File: src/rtl/mu0_mem_pkg.sv
// mu0_mem_pkg: shared state type and default constants for the MU0 wait-state memory.
package mu0_mem_pkg;

  localparam logic [15:0] DEF_FILL        = 16'h5555;
  localparam logic [15:0] DEF_IDLE_DATA   = 16'hBFBF;
  localparam int          DEF_WAIT_CYCLES = 2;

  // Wait-state counter width, enough for 0..15 wait states.
  localparam int CNT_W = 4;

  typedef enum logic [1:0] {
    IDLE = 2'd0,
    WAIT = 2'd1,
    ACK  = 2'd2
  } state_t;

endpackage

File: src/rtl/mu0_mem_ws_if.sv
// mu0_mem_ws_if: request/acknowledge bus between the MU0 core and its wait-state memory.
// With MU0_MEM_ERR_EN defined the bus also carries the err pulse.
interface mu0_mem_ws_if #(
  parameter int DATA_W = 16,
  parameter int ADDR_W = 16,
  parameter int LED_W  = 6
);

  logic              memRq;
  logic              readNotWrite;
  logic [ADDR_W-1:0] addr;
  logic [DATA_W-1:0] dataIn;
  logic [DATA_W-1:0] dataOut;
  logic              memAck;
  logic              busy;
  logic [LED_W-1:0]  led;
`ifdef MU0_MEM_ERR_EN
  logic              err;
`endif

`ifdef MU0_MEM_ERR_EN
  modport master (
    output memRq, readNotWrite, addr, dataIn,
    input  dataOut, memAck, busy, led, err
  );

  modport slave (
    input  memRq, readNotWrite, addr, dataIn,
    output dataOut, memAck, busy, led, err
  );
`else
  modport master (
    output memRq, readNotWrite, addr, dataIn,
    input  dataOut, memAck, busy, led
  );

  modport slave (
    input  memRq, readNotWrite, addr, dataIn,
    output dataOut, memAck, busy, led
  );
`endif

endinterface

File: src/rtl/mu0_mem_array.sv
// mu0_mem_array: DEPTH x DATA_W storage with one synchronous write port,
// one asynchronous read port and a tap on the low bits of word 0 for the LEDs.
// Contents come up as FILL and are never cleared by reset.
module mu0_mem_array #(
  parameter int                DATA_W = 16,
  parameter int                DEPTH  = 32,
  parameter int                IDX_W  = $clog2(DEPTH),
  parameter int                TAP_W  = 6,
  parameter logic [DATA_W-1:0] FILL   = '0
) (
  input  logic              clk,
  input  logic              i_we,
  input  logic [IDX_W-1:0]  i_wIdx,
  input  logic [DATA_W-1:0] i_wData,
  input  logic [IDX_W-1:0]  i_rIdx,
  output logic [DATA_W-1:0] o_rData,
  output logic [TAP_W-1:0]  o_word0Tap
);

  logic [DATA_W-1:0] r_mem [DEPTH] = '{default: FILL};

  // Single write port, committed on the clock edge that enables it.
  always_ff @(posedge clk) begin
    if (i_we) begin
      r_mem[i_wIdx] <= i_wData;
    end
  end

  assign o_rData    = r_mem[i_rIdx];
  assign o_word0Tap = r_mem[0][TAP_W-1:0];

endmodule

File: src/rtl/mu0_mem_ws.sv
// mu0_mem_ws: MU0 data memory with a fixed number of wait states per access.
// A request is captured in IDLE, waits WAIT_CYCLES cycles, then completes with a
// one-cycle memAck. The array write and the read-data register both happen on the
// edge that enters ACK, so an access aborted by reset leaves memory untouched.
// Optional feature: define MU0_MEM_ERR_EN to flag out-of-range addresses on err
// (such writes are dropped and such reads return IDLE_DATA); otherwise addresses wrap.
module mu0_mem_ws
  import mu0_mem_pkg::*;
#(
  parameter int                DATA_W      = 16,
  parameter int                ADDR_W      = 16,
  parameter int                DEPTH       = 32,
  parameter int                WAIT_CYCLES = DEF_WAIT_CYCLES,
  parameter logic [DATA_W-1:0] FILL        = DATA_W'(DEF_FILL),
  parameter logic [DATA_W-1:0] IDLE_DATA   = DATA_W'(DEF_IDLE_DATA),
  parameter int                LED_W       = 6
) (
  input logic         clk,
  input logic         rst_n,
  mu0_mem_ws_if.slave bus
);

  localparam int IDX_W = $clog2(DEPTH);

  state_t             r_state;
  logic [CNT_W-1:0]   r_cnt;
  logic               r_rnw;
  logic [IDX_W-1:0]   r_idx;
  logic [DATA_W-1:0]  r_wData;
  logic               r_memAck;
  logic               r_busy;
  logic [DATA_W-1:0]  r_dataOut;
`ifdef MU0_MEM_ERR_EN
  logic               r_oor;
  logic               r_err;
`endif

  logic               w_start;
  logic               w_enterAck;
  logic               w_rnw;
  logic               w_oor;
  logic               w_we;
  logic [IDX_W-1:0]   w_idx;
  logic [DATA_W-1:0]  w_wData;
  logic [DATA_W-1:0]  w_rData;
  logic [DATA_W-1:0]  w_ackData;
  logic [LED_W-1:0]   w_word0Tap;

  // Select the live bus fields in IDLE (zero-wait access completes on the capture edge)
  // and the captured fields otherwise, and decide whether this edge enters ACK.
  always_comb begin
    w_start    = (r_state == IDLE) && bus.memRq;
    w_enterAck = (w_start && (WAIT_CYCLES == 0)) ||
                 ((r_state == WAIT) && (r_cnt == CNT_W'(1)));
    if (r_state == IDLE) begin
      w_rnw   = bus.readNotWrite;
      w_idx   = bus.addr[IDX_W-1:0];
      w_wData = bus.dataIn;
    end else begin
      w_rnw   = r_rnw;
      w_idx   = r_idx;
      w_wData = r_wData;
    end
`ifdef MU0_MEM_ERR_EN
    w_oor = (r_state == IDLE) ? ((bus.addr >> IDX_W) != '0) : r_oor;
`else
    w_oor = 1'b0;
`endif
    w_we = rst_n && w_enterAck && !w_rnw && !w_oor;
  end

  assign w_ackData = (w_rnw && !w_oor) ? w_rData : IDLE_DATA;

  mu0_mem_array #(
    .DATA_W (DATA_W),
    .DEPTH  (DEPTH),
    .IDX_W  (IDX_W),
    .TAP_W  (LED_W),
    .FILL   (FILL)
  ) u_array (
    .clk        (clk),
    .i_we       (w_we),
    .i_wIdx     (w_idx),
    .i_wData    (w_wData),
    .i_rIdx     (w_idx),
    .o_rData    (w_rData),
    .o_word0Tap (w_word0Tap)
  );

  // Access FSM with registered memAck, busy, dataOut (and err) outputs.
  always_ff @(posedge clk or negedge rst_n) begin
    if (!rst_n) begin
      r_state   <= IDLE;
      r_cnt     <= '0;
      r_rnw     <= 1'b1;
      r_idx     <= '0;
      r_wData   <= '0;
      r_memAck  <= 1'b0;
      r_busy    <= 1'b0;
      r_dataOut <= IDLE_DATA;
`ifdef MU0_MEM_ERR_EN
      r_oor     <= 1'b0;
      r_err     <= 1'b0;
`endif
    end else begin
      r_memAck  <= 1'b0;
      r_dataOut <= IDLE_DATA;
`ifdef MU0_MEM_ERR_EN
      r_err     <= 1'b0;
`endif
      case (r_state)
        IDLE: begin
          if (bus.memRq) begin
            r_rnw   <= bus.readNotWrite;
            r_idx   <= bus.addr[IDX_W-1:0];
            r_wData <= bus.dataIn;
`ifdef MU0_MEM_ERR_EN
            r_oor   <= w_oor;
`endif
            r_state <= WAIT;
            r_cnt   <= CNT_W'(WAIT_CYCLES);
            r_busy  <= 1'b1;
          end
        end
        WAIT: begin
          r_cnt <= r_cnt - CNT_W'(1);
        end
        ACK: begin
          r_state <= IDLE;
          r_busy  <= 1'b0;
        end
        default: begin
          r_state <= IDLE;
          r_busy  <= 1'b0;
        end
      endcase
      if (w_enterAck) begin
        r_state   <= ACK;
        r_cnt     <= '0;
        r_memAck  <= 1'b1;
        r_busy    <= 1'b1;
        r_dataOut <= w_ackData;
`ifdef MU0_MEM_ERR_EN
        r_err     <= w_oor;
`endif
      end
    end
  end

  assign bus.memAck  = r_memAck;
  assign bus.busy    = r_busy;
  assign bus.dataOut = r_dataOut;
  assign bus.led     = ~w_word0Tap;
`ifdef MU0_MEM_ERR_EN
  assign bus.err     = r_err;
`endif

endmodule

File: src/flat_wrapper.sv
// flat-port wrapper written by rule: the top's interface ports become plain ports
module mu0_mem_ws_flat import mu0_mem_pkg::*;
#(
  parameter int                DATA_W      = 16,
  parameter int                ADDR_W      = 16,
  parameter int                DEPTH       = 32,
  parameter int                WAIT_CYCLES = DEF_WAIT_CYCLES,
  parameter logic [DATA_W-1:0] FILL        = DATA_W'(DEF_FILL),
  parameter logic [DATA_W-1:0] IDLE_DATA   = DATA_W'(DEF_IDLE_DATA),
  parameter int                LED_W       = 6
)
  (clk, rst_n, bus_memRq, bus_readNotWrite, bus_addr, bus_dataIn, bus_dataOut, bus_memAck, bus_busy, bus_led);
  mu0_mem_ws_if #(.DATA_W(DATA_W), .ADDR_W(ADDR_W), .LED_W(LED_W)) bus_i ();
  input logic clk;
  input logic rst_n;
  input wire logic [$bits(bus_i.memRq)-1:0] bus_memRq;
  input wire logic [$bits(bus_i.readNotWrite)-1:0] bus_readNotWrite;
  input wire logic [$bits(bus_i.addr)-1:0] bus_addr;
  input wire logic [$bits(bus_i.dataIn)-1:0] bus_dataIn;
  output wire logic [$bits(bus_i.dataOut)-1:0] bus_dataOut;
  output wire logic [$bits(bus_i.memAck)-1:0] bus_memAck;
  output wire logic [$bits(bus_i.busy)-1:0] bus_busy;
  output wire logic [$bits(bus_i.led)-1:0] bus_led;
  assign bus_i.memRq = bus_memRq;
  assign bus_i.readNotWrite = bus_readNotWrite;
  assign bus_i.addr = bus_addr;
  assign bus_i.dataIn = bus_dataIn;
  assign bus_dataOut = bus_i.dataOut;
  assign bus_memAck = bus_i.memAck;
  assign bus_busy = bus_i.busy;
  assign bus_led = bus_i.led;
  mu0_mem_ws #(.DATA_W(DATA_W), .ADDR_W(ADDR_W), .DEPTH(DEPTH), .WAIT_CYCLES(WAIT_CYCLES), .FILL(FILL), .IDLE_DATA(IDLE_DATA), .LED_W(LED_W)) u_core (.clk(clk), .rst_n(rst_n), .bus(bus_i));
endmodule
File: config.mk
export PLATFORM = sky130hd
export DESIGN_NAME = mu0_mem_ws_flat
export DESIGN_NICKNAME = d
export VERILOG_FILES = /design/src/rtl/mu0_mem_pkg.sv /design/src/rtl/mu0_mem_ws_if.sv /design/src/rtl/mu0_mem_array.sv /design/src/rtl/mu0_mem_ws.sv /design/src/flat_wrapper.sv
export SDC_FILE = /design/constraint.sdc
export NUM_CORES = 1
export LEC_CHECK = 0
export BUFFER_PORTS_ARGS = -buffer_cell sky130_fd_sc_hd__buf_2
export CORE_AREA = 2 2 198 200
export DETAILED_ROUTE_END_ITERATION = 7
export DIE_AREA = 0 0 200 202
export PLACE_DENSITY = 0.69
export SETUP_SLACK_MARGIN = 0.1
export SLEW_MARGIN = 15
export SYNTH_ARGS = -nofsm -noshare
export SYNTH_HDL_FRONTEND = slang
export SYNTH_SLANG_ARGS = --single-unit
File: constraint.sdc
create_clock -name clk -period 4 [get_ports clk]
set_clock_uncertainty 0.1 [all_clocks]
set_input_delay 0.2 -clock clk [delete_from_list [all_inputs] [get_ports clk]]
set_output_delay 0.2 -clock clk [all_outputs]
set_load 0.01 [all_outputs]
==> out/metrics.yaml, run 1 <==
synth:
  synth_area_leaders: "edfxtp_1 74%, a22oi_1 4.1%, dfrtp_1 3.7%"
  syn_nets: 1248
  synth_top_cell_by_area: "edfxtp_1"
  synth.most_common_cell: "edfxtp_1"
  synth_cell_types: 46
  syn_area_per_cell_um2: 17.2
  synth_edf_count: 512
  synth-seq-area-share_pct: 79.7
  yosys_warnings: 0
  async_reset_ff_share_pct: 8.24
  netlist_top_cells_count: "512 x edfxtp_1, 114 x a22oi_1, 63 x o22ai_1"
  netlist_instances: 1210
  ys_ff_latch: 558
  syn-cell-area_mm2: 0.0208
  yosysTopAreaCellShare_pct: 74.1
  ys.flop_type: "edfxtp_1"
timing:
  max_slew_margin_pct: 21.4
  hold_viol: 0
  worst_pin_slew_ns: 1.18
  setup_violations: 0
  holdWs_ns: 0.216
  min_period_ns: 3.40
  max_freq_mhz: 295
  post-route-period-util_pct: 84.9
  drv_slew: 0
  worst_slack_ns: 0.605
  rsz0062_at_grt: "false"
  fin_tns_setup_ns: 0
clock_network:
  cts_tree: "done"
  clk_pin_slew_ns: 0.07
  cts_hold_buffers: 24
  post-cts-setup-buffer-count: 0
  htreeDepth: 2
  clock-sinks: 558
  cts_root_buf: "clkbuf_16"
  post_cts_resized: 0
  clockBufferDepth: 3
  clk_latency_ns: 0.58
  numCtsBuffers: 53
finish:
  final_cells: 1912
  layout.filler_cells: 2675
  syn_to_final_growth_pct: 16.1
  drive_gt1_share_pct: 19.8
  final_nets: 1387
placement:
  dp_slack_ns: 0.668
  placedCellCount: 1788
  dp_hpwl_um: 30600
  portBuffers: 48
  gp_congestion: 0.819
setup_path:
  cp.required_ns: 4.41
  crit_chain: "or4b_2, o21ai_4, buf_4, buf_4, a22o_1, a221oi_1, o22ai_1, or4_1"
  startpoint_type: "flip-flop"
  critPathArrivalTime_ns: 3.81
  reg2reg_from: "u_core.r_state[1]$_DFFE_PN0P_"
  end_kind: "flip-flop"
  crit_path_frequent_cell: "buf_4"
  worstSetupEndpoint: "u_core.bus.dataOut[5]$_DFF_PN1_"
  worstSetupPathType: "flip-flop to flip-flop"
  slowest_stage: "or4b_2"
  reg2regPathDepth: 8
  cp_max_fo: 32
  r2r_setup_slack_ns: 0.60
  r2r_end: "u_core.bus.dataOut[5]$_DFF_PN1_"
  cp-startpoint: "u_core.r_state[1]$_DFFE_PN0P_"
  slowest_delay_ns: 0.77
die:
  die_y_um: 202
  row_count: 72
  ios: 60
  die-area_mm2: 0.0404
  start_util_pct: 54.2
  core-area_mm2: 0.0383
  die_x_um: 200
power:
  p_total_w: 0.0185
  power_density_mw_per_mm2: 767
  ir_worst_vdd_uv: 393
  leakagePower_nw: 7.95
drt:
  drc: 0
  wl_per_cell_um: 27.8
  drt_iter0_markers: 1472
  post_drt_via_cell_ratio: 6.41
  firstDrtPassIters: 5
  via_count: 12300
  routed_wl_um: 53200
  ant_nets: 0
grt:
  grt_usage_pct: 26.6
  grt_pass1_wl_um: 77700
  grt_overflow: 0
  grt_pass1_vias: 12100
  antenna_found_initial: 3
  grt_max_degree: 61
run_status:
  outcome: "finished clean"
flow_run:
  cap_violations: 0
min_path:
  hold_path.class: "primary input to async pin"
## state kept, by name, summed over array words and instances, names as in the netlist
signal,count
u_core.r_rnw,1
u_core.bus.dataOut,16
u_core.r_idx,5
u_core.r_wData,16
u_core.r_state,2
u_core.r_cnt,4
u_core.bus.busy,1
u_core.u_array.r_mem,512
u_core.bus.memAck,1
## power by group
part	leakage, nW	internal, W	switching (W)
logic	1.92	0.00169	0.00396
registers	5.16	0.00766	0.000157
clock network	0.870	0.00294	0.00208
total	7.95	0.0123	0.00620
## how the worst min path moves through the flow
stage,start,end,depth (start not counted)
2_1_floorplan,rst_n,u_core.bus.busy$_DFFE_PN0P_,0
3_3_place_gp,rst_n,u_core.r_idx[4]$_DFFE_PN0P_,2
3_5_place_dp,rst_n,u_core.r_wData[2]$_DFFE_PN0P_,2
4_1_cts,rst_n,u_core.r_idx[3]$_DFFE_PN0P_,3
5_1_grt,rst_n,u_core.r_idx[3]$_DFFE_PN0P_,3
6_report,rst_n,u_core.r_wData[2]$_DFFE_PN0P_,3
## kinds of logic after synthesis
kind of cell | count (synthesis) | share of synthesized area [%]
DFF | 558 | 79.7
and+or+nand+nor | 164 | 3.98
muxes | 26 | 1.40
AOI/OAI and AO/OA | 372 | 13.0
adders and majority gates | 2 | 0.121
buffers and inverters | 88 | 1.82
## through the flow
stage / instance area, µm² / util [%]
after floorplan: 20800 / -
after global placement: 22100 / 57.7
after detailed placement: 22100 / 57.7
after CTS: 24100 / 63.0
after global routing: 24100 / 63.0
final: 24100 / 63.0
## placed cells by master (no fill, tap or decap), drive strengths merged, types with 29 or more instances in the layout
master  instances
a21oi          57
a221oi         57
a22o           56
a22oi         114
buf           138
clkbuf         78
dfrtp          31
edfxtp        512
nand2          62
nor2           52
o22ai          63
or4            29
## routing by layer
metal | part of all wire (%) | wire length, µm | vias up | global-route usage [%]
met2 | 48 | 25700 | 645 | 42.8
met4 | 3.3 | 1770 | 4 | 9.55
met1 | 39 | 20900 | 6251 | 37.0
li1 | - | - | 5245 | -
met5 | 0.060 | 32 | - | 0
met3 | 9.0 | 4760 | 107 | 4.25
## critical path: cells and delay by family, from the launching register on
kind	cells	cell delay, ns
compound gates	4	0.82
buf+inv	2	0.89
flops	1	0.51
simple gates	2	0.97
## area by class of cell
class                   count  area (µm²)  share of cell area (%)
inverters                  10        37.5                   0.156
flip-flops and latches    558       16500                    68.6
multi-input cells         564        3880                    16.1
clock buffers              78        1550                    6.44
repair buffers            162        1230                    5.11
well taps                 518         648                    2.69
clock inverters            21         206                   0.856
diodes                      1        2.50                  0.0104
Note: power is estimated with default switching activity, not from simulation.
==> run 2: changes to the inputs <==
--- a/config.mk
+++ b/config.mk
@@ -5,10 +5,11 @@
 export SDC_FILE = /design/constraint.sdc
 export NUM_CORES = 1
 export LEC_CHECK = 0
+export ABC_AREA = 1
 export BUFFER_PORTS_ARGS = -buffer_cell sky130_fd_sc_hd__buf_2
-export CORE_AREA = 2 2 198 200
+export CORE_AREA = 2 2 209 211
 export DETAILED_ROUTE_END_ITERATION = 7
-export DIE_AREA = 0 0 200 202
+export DIE_AREA = 0 0 211 213
 export PLACE_DENSITY = 0.69
 export SETUP_SLACK_MARGIN = 0.1
 export SLEW_MARGIN = 15
==> constraint.sdc (replaced) <==
create_clock -name clk -period 3.35 [get_ports clk]
set_clock_uncertainty 0.1 [all_clocks]
set_input_delay 0.1675 -clock clk [delete_from_list [all_inputs] [get_ports clk]]
set_output_delay 0.1675 -clock clk [all_outputs]
set_load 0.01 [all_outputs]
==> out/metrics.yaml, run 2 <==
run_status:
  outcome: "finished clean"
setup_path:
  critPathTopFamily: "simple AND/OR/NAND/NOR gates"
  crit_chain: "inv_2, nor2_1, nand4_1, inv_1, nand2_1, nor2_1, buf_4, nand2_1, nor2_1, buf_12"
  worstSetupPathType: "flip-flop to flip-flop"
  cp.required_ns: 3.58  # -0.83 ns
  cp_max_fo: 13  # -59%
  slowest_stage: "dfrtp_1"
  critPathArrivalTime_ns: 3.15  # -0.66 ns
  end_kind: "flip-flop"
  crit_path_frequent_cell: "nor2_1"
  slowest_delay_ns: 0.50  # -0.27 ns
  startpoint_type: "flip-flop"
  critPathBufInv: 4  # +2
synth:
  synth_cell_types: 32  # -30%
  netlist_instances: 2197  # +82%
  async_reset_ff_share_pct: 8.24  # unchanged
  synth_edf_count: 512  # unchanged
  ys_ff_latch: 558  # unchanged
  syn_nets: 2235  # +79%
  synth.most_common_cell: "nand2_1"
  syn_area_per_cell_um2: 10.6  # -38%
  yosysTopAreaCellShare_pct: 66.0  # -8.0 points
  synth_compound_area_share_pct: 1.76  # -11 points
  synth-simple-area-share_pct: 23.3  # +19 points
  yosys_warnings: 0  # unchanged
  synth_top_cell_by_area: "edfxtp_1"
  ys.flop_type: "edfxtp_1"
  synth_area_leaders: "edfxtp_1 66%, nand2_1 19%, dfrtp_1 3.3%"
  syn-cell-area_mm2: 0.0233  # +12%
  synth-seq-area-share_pct: 71.1  # -8.6 points
  synthMuxAreaShare_pct: 0  # -1.4 points
  synth_xor_xnor_area_share_pct: 0  # unchanged
  synth_top_family_by_area: "simple AND/OR/NAND/NOR gates"
  synth-adder-area-share_pct: 0.107  # -0.013 points
  netlist_top_cells_count: "1171 x nand2_1, 512 x edfxtp_1, 95 x inv_1"
drt:
  met3_length_um: 5890  # +24%
  topRoutingLayerUsed: "met4"
  via_count: 16000  # +31%
  firstDrtPassIters: 7  # +2
  met1_length_um: 23900  # +14%
  dr_wl_met2_um: 27200  # +5.9%
  post_drt_via_cell_ratio: 5.47  # -15%
  routed_wl_um: 59200  # +11%
  ant_nets: 0  # unchanged
  drt_iter0_markers: 1702  # +16%
  wl_per_cell_um: 20.2  # -27%
  drc: 0  # unchanged
min_path:
  hold_path.class: "primary input to async pin"
die:
  start_util_pct: 54.5  # +0.31 points
  die_x_um: 211  # +5.5%
  ios: 60  # unchanged
  core-area_mm2: 0.0427  # +12%
  row_count: 76  # +5.6%
  die-area_mm2: 0.0449  # +11%
  die_y_um: 213  # +5.4%
timing:
  drv_slew: 0  # unchanged
  min_period_ns: 2.93  # -0.466 ns
  rsz0062_at_grt: "false"
  post-route-period-util_pct: 87.4  # +2.5 points
  max_slew_margin_pct: 42.4  # +21 points
  max_freq_mhz: 341  # +16%
  fin_tns_setup_ns: 0  # unchanged
  hold_viol: 0  # unchanged
  setup_violations: 0  # unchanged
  worst_pin_slew_ns: 0.862  # -0.314 ns
power:
  ir_worst_vdd_uv: 633  # +61%
  power_density_mw_per_mm2: 911  # +19%
  leakagePower_nw: 10.9  # +38%
  comb_power_share_pct: 38.3  # +7.7 points
  internal_power_w: 0.0146  # +19%
  p_total_w: 0.0242  # +31%
  pwr-share-clk_pct: 24.0  # -3.1 points
  power_switching_w: 0.00964  # +55%
  power_frac_seq_pct: 37.6  # -4.7 points
  power.share.switching_pct: 39.8  # +6.2 points
placement:
  portBuffers: 48  # unchanged
  gp_congestion: 0.862  # +5.4%
  dp_hpwl_um: 33900  # +11%
grt:
  grt_pass1_vias: 15300  # +26%
  grt_pass1_wl_um: 89300  # +15%
  grt_usage_pct: 26.8  # +0.27 points
  grt_overflow: 0  # unchanged
  grt_max_degree: 112  # +84%
  antenna_found_initial: 1  # -2
finish:
  mostFrequentLayoutCell: "nand2_1"
  drive_gt1_share_pct: 11.7  # -8.2 points
  multiInputGateArea_mm2: 0.00596  # +54%
  layout.filler_cells: 3200  # +20%
  largest_reg_flops: 512  # unchanged
  final_cell_mix: "1170 x nand2_1, 512 x edfxtp_1, 95 x inv_1"
  largest-register: "u_core.u_array.r_mem"
  antenna_cells: 0  # -1
  final_nets: 2371  # +71%
  seq_area_mm2: 0.0165  # unchanged
  syn_to_final_growth_pct: 14.3
clock_network:
  clock-sinks: 558  # unchanged
  post-cts-setup-buffer-count: 0  # unchanged
  clk_latency_ns: 0.62  # +0.04 ns
  clockBufferDepth: 3  # unchanged
  cts_root_buf: "clkbuf_16"
  clk_pin_slew_ns: 0.06  # about the same
  numCtsBuffers: 55  # +3.8%
  cts_tree: "done"
  htreeDepth: 2  # unchanged
flow_run:
  cap_violations: 0  # unchanged
==> run 2: area by class of cell <==
class,instances,area share (%)
timing repair buffer,168,5.06
sequential,558,62.2
clock buffer,77,5.48
multi-input combinational,1447,22.4
tap,546,2.57
clock inverter,24,0.846
inverter,103,1.46
==> run 2: timing repair <==
item | in CTS | in global routing
gates resized for setup | 0 | 2
setup endpoints to repair | 0 | 28
hold buffers | 27 | 0
endpoints found under the hold margin | 57 | 0
==> run 2: worst paths after layout <==
| kind | start | endpoint | slack, ns | cells past startpoint |
|---|---|---|---|---|
| min reg2reg | u_core.r_wData[8]$_DFFE_PN0P_ | u_core.r_wData[8]$_DFFE_PN0P_ | 0.39 | 2 |
| max in group asynchronous | rst_n | u_core.r_idx[0]$_DFFE_PN0P_ | 2.53 | 3 |
| max | u_core.r_state[0]$_DFFE_PN0P_ | u_core.u_array.r_mem[25][0]$_DFFE_PP_ | 0.42 | 10 |
| min | rst_n | u_core.r_wData[3]$_DFFE_PN0P_ | 0.18 | 3 |
| min in group clk | bus_dataIn[11] | u_core.r_wData[11]$_DFFE_PN0P_ | 0.25 | 4 |
| max reg2reg | u_core.r_state[0]$_DFFE_PN0P_ | u_core.u_array.r_mem[25][0]$_DFFE_PP_ | 0.42 | 10 |
==> run 2: worst reg2reg max path, delay by kind of cell (launching register included) <==
family | cells | cell delay (ns)
flip-flops | 1 | 0.50
buffers and inverters | 4 | 0.70
AND/OR/NAND/NOR | 6 | 1.35
==> run 2: power groups by stage <==
stage	clock network, W	registers (W)	logic [W]
after global placement	0	0.00924	0.00885
after CTS	0.00591	0.00911	0.00920
after floorplan	0	0.00933	0.00559
after detailed placement	0	0.00925	0.00907
final	0.00583	0.00912	0.00929
after global routing	0.00614	0.00914	0.0102
==> run 2: logic make-up (layout without fill, tap and decap cells) <==
family | after synthesis | after routing
AND/OR/NAND/NOR | 1373 | 1373
AO/OA/AOI/OAI | 72 | 72
flip-flops | 558 | 558
adder cells (fa/ha/maj) | 2 | 2
buffers and inverters | 192 | 372
==> run 2: metal layers <==
layer	vias to the layer above	global-route usage [%]
met1	7689	38.1
met4	0	10.9
met5	-	0
li1	7446	-
met3	116	3.90
met2	742	42.2
==> run 2: stage by stage <==
stage | hold slack (ns) | area (µm²) | worst slack [ns] | cells | utilization, %
3_5_place_dp | 0.278 | 24600 | 0.238 | 2795 | 57.7
4_1_cts | 0.182 | 26600 | 0.232 | 2923 | 62.3
3_3_place_gp | 0.270 | 24600 | 0.262 | 2795 | 57.7
2_1_floorplan | -0.228 | 23300 | 0.504 | 2197 | -
5_1_grt | 0.223 | 26600 | 0.264 | 2923 | 62.3
6_report | 0.184 | 26600 | 0.421 | 2923 | 62.3
==> run 3: changes to the inputs <==
--- a/config.mk
+++ b/config.mk
@@ -8,6 +8,7 @@
 export ABC_AREA = 1
 export BUFFER_PORTS_ARGS = -buffer_cell sky130_fd_sc_hd__buf_2
 export CORE_AREA = 2 2 209 211
+export CTS_BUF_LIST = sky130_fd_sc_hd__clkbuf_16
 export DETAILED_ROUTE_END_ITERATION = 7
 export DIE_AREA = 0 0 211 213
 export PLACE_DENSITY = 0.69
==> out/metrics.yaml, run 3 (synthesis gave the netlist of run 2 again) <==
grt:
  grt_usage_pct: 26.8  # unchanged
  antenna_found_initial: 1  # unchanged
  grt_max_degree: 112  # unchanged
  grt_pass1_vias: 15300  # +0.0065%
  grt_pass1_wl_um: 89300  # unchanged
  grt_overflow: 0  # unchanged
timing:
  max_slew_margin_pct: 42.6  # +0.15 points
  setup_violations: 0  # unchanged
  worst_pin_slew_ns: 0.860  # -0.00230 ns
  min_period_ns: 2.92  # -0.00683 ns
  post-route-period-util_pct: 87.2  # -0.20 points
  fin_tns_setup_ns: 0  # unchanged
  drv_slew: 0  # unchanged
  rsz0062_at_grt: "false"
  hold_viol: 0  # unchanged
  max_freq_mhz: 342  # +0.23%
finish:
  largest-register: "u_core.u_array.r_mem"
  syn_to_final_growth_pct: 14.3  # unchanged
  final_nets: 2371  # unchanged
  largest_reg_flops: 512  # unchanged
  final_cell_mix: "1170 x nand2_1, 512 x edfxtp_1, 117 x inv_1"
  drive_gt1_share_pct: 11.7  # unchanged
  antenna_cells: 0  # unchanged
  final_cells: 2923  # unchanged
  mostFrequentLayoutCell: "nand2_1"
drt:
  firstDrtPassIters: 5  # -2
  drc: 0  # unchanged
  ant_nets: 0  # unchanged
  via_count: 16000  # +0.019%
  routed_wl_um: 59100  # -0.15%
  post_drt_via_cell_ratio: 5.47  # about the same
  wl_per_cell_um: 20.2  # -0.15%
  drt_iter0_markers: 1728  # +1.5%
setup_path:
  critPathArrivalTime_ns: 3.12  # -0.03 ns
  end_kind: "flip-flop"
  worstSetupPathType: "flip-flop to flip-flop"
  cp.required_ns: 3.54  # -0.04 ns
  reg2reg_from: "u_core.r_state[0]$_DFFE_PN0P_"
  cp_max_fo: 18  # +5
  startpoint_type: "flip-flop"
  cp-startpoint: "u_core.r_state[0]$_DFFE_PN0P_"
power:
  comb_power_share_pct: 38.4  # about the same
  p_total_w: 0.0242  # -0.31%
  power_switching_w: 0.00963  # about the same
  pwr-share-clk_pct: 23.8  # -0.2 points
  power_density_mw_per_mm2: 908  # -0.31%
  power_frac_seq_pct: 37.8  # +0.2 points
  leakagePower_nw: 11.0  # +0.83%
  power.share.switching_pct: 39.8  # +0.095 points
  ir_worst_vdd_uv: 630  # -0.52%
  internal_power_w: 0.0145  # -0.46%
run_status:
  outcome: "finished clean"
clock_network:
  cts_root_buf: "clkbuf_16"
  numCtsBuffers: 55  # unchanged
  cts_tree: "done"
  clk_latency_ns: 0.62  # about the same
  htreeDepth: 2  # unchanged
  clockBufferDepth: 3  # unchanged
  clk_pin_slew_ns: 0.06  # about the same
  clock-sinks: 558  # unchanged
  post-cts-setup-buffer-count: 0  # unchanged
flow_run:
  cap_violations: 0  # unchanged
die:
  die_x_um: 211  # unchanged
  core-area_mm2: 0.0427  # unchanged
  die_y_um: 213  # unchanged
  row_count: 76  # unchanged
  start_util_pct: 54.5  # unchanged
  ios: 60  # unchanged
  die-area_mm2: 0.0449  # unchanged
placement:
  portBuffers: 48  # unchanged
  dp_hpwl_um: 33900  # unchanged
  placedCellCount: 2795  # unchanged
  gp_congestion: 0.862  # unchanged
min_path:
  hold_path.class: "primary input to async pin"
run 3: cell types whose count changed in the layout (fill, tap and decap cells not counted):
cell and delta:
clkbuf_1 -22, inv_1 +22
run 3: power by group through the flow:
| stage | clock network, W | registers [W] | logic, W |
|---|---|---|---|
| finish | 0.00575 | 0.00912 | 0.00929 |
| detailed placement | 0 | 0.00925 | 0.00907 |
| floorplan | 0 | 0.00933 | 0.00559 |
| CTS | 0.00585 | 0.00911 | 0.00920 |
| global placement | 0 | 0.00924 | 0.00885 |
| global route | 0.00608 | 0.00914 | 0.0102 |
run 3: layer usage:
layer  GRT usage [%]  wire length [µm]
met1            38.1             24400
met2            42.2             27100
met3            3.90              5470
met4            10.9              2140
met5               0                 0
run 3: final timing paths:
kind	endpoint	slack (ns)	depth (start not counted)
min in group clk	u_core.r_wData[11]$_DFFE_PN0P_	0.26	4
hold / removal	u_core.r_wData[3]$_DFFE_PN0P_	0.18	3
setup reg to reg	u_core.u_array.r_mem[0][7]$_DFFE_PP_	0.43	9
max in group asynchronous	u_core.r_idx[0]$_DFFE_PN0P_	2.51	3
hold reg to reg	u_core.r_wData[8]$_DFFE_PN0P_	0.39	2
setup / recovery	u_core.u_array.r_mem[0][7]$_DFFE_PP_	0.43	9
run 3: through the flow:
stage	hold WS [ns]	setup slack (ns)	utilization [%]	cell area, µm²
final	0.182	0.428	62.3	26600
after detailed placement	0.278	0.238	57.7	24600
after global routing	0.223	0.264	62.3	26600
after floorplan	-0.228	0.504	-	23300
after global placement	0.270	0.262	57.7	24600
after CTS	0.182	0.232	62.3	26600
run 3: final cells by class:
type	instances	area [µm²]
Sequential cell	558	16500
Fill cell	3200	16100
Multi-Input combinational cell	1447	5960
Clock buffer	55	1380
Timing Repair Buffer	168	1350
Tap cell	546	683
Inverter	103	389
Clock inverter	46	308
run 3: timing repair:
item | in CTS | in global routing
hold buffers | 27 | 0
endpoints found under the setup margin | 0 | 28
resized for setup | 0 | 2
hold endpoints to repair | 57 | 0
run 3: worst max-delay path, stage by stage, from the launching register on:
cell     delay [ns]
dfrtp_1        0.47
inv_2          0.11
nand2_2        0.17
nand2_2        0.17
nand2_8        0.05
buf_4          0.23
nor2_4         0.43
nand2_2        0.32
nor2_1         0.26
buf_4          0.28
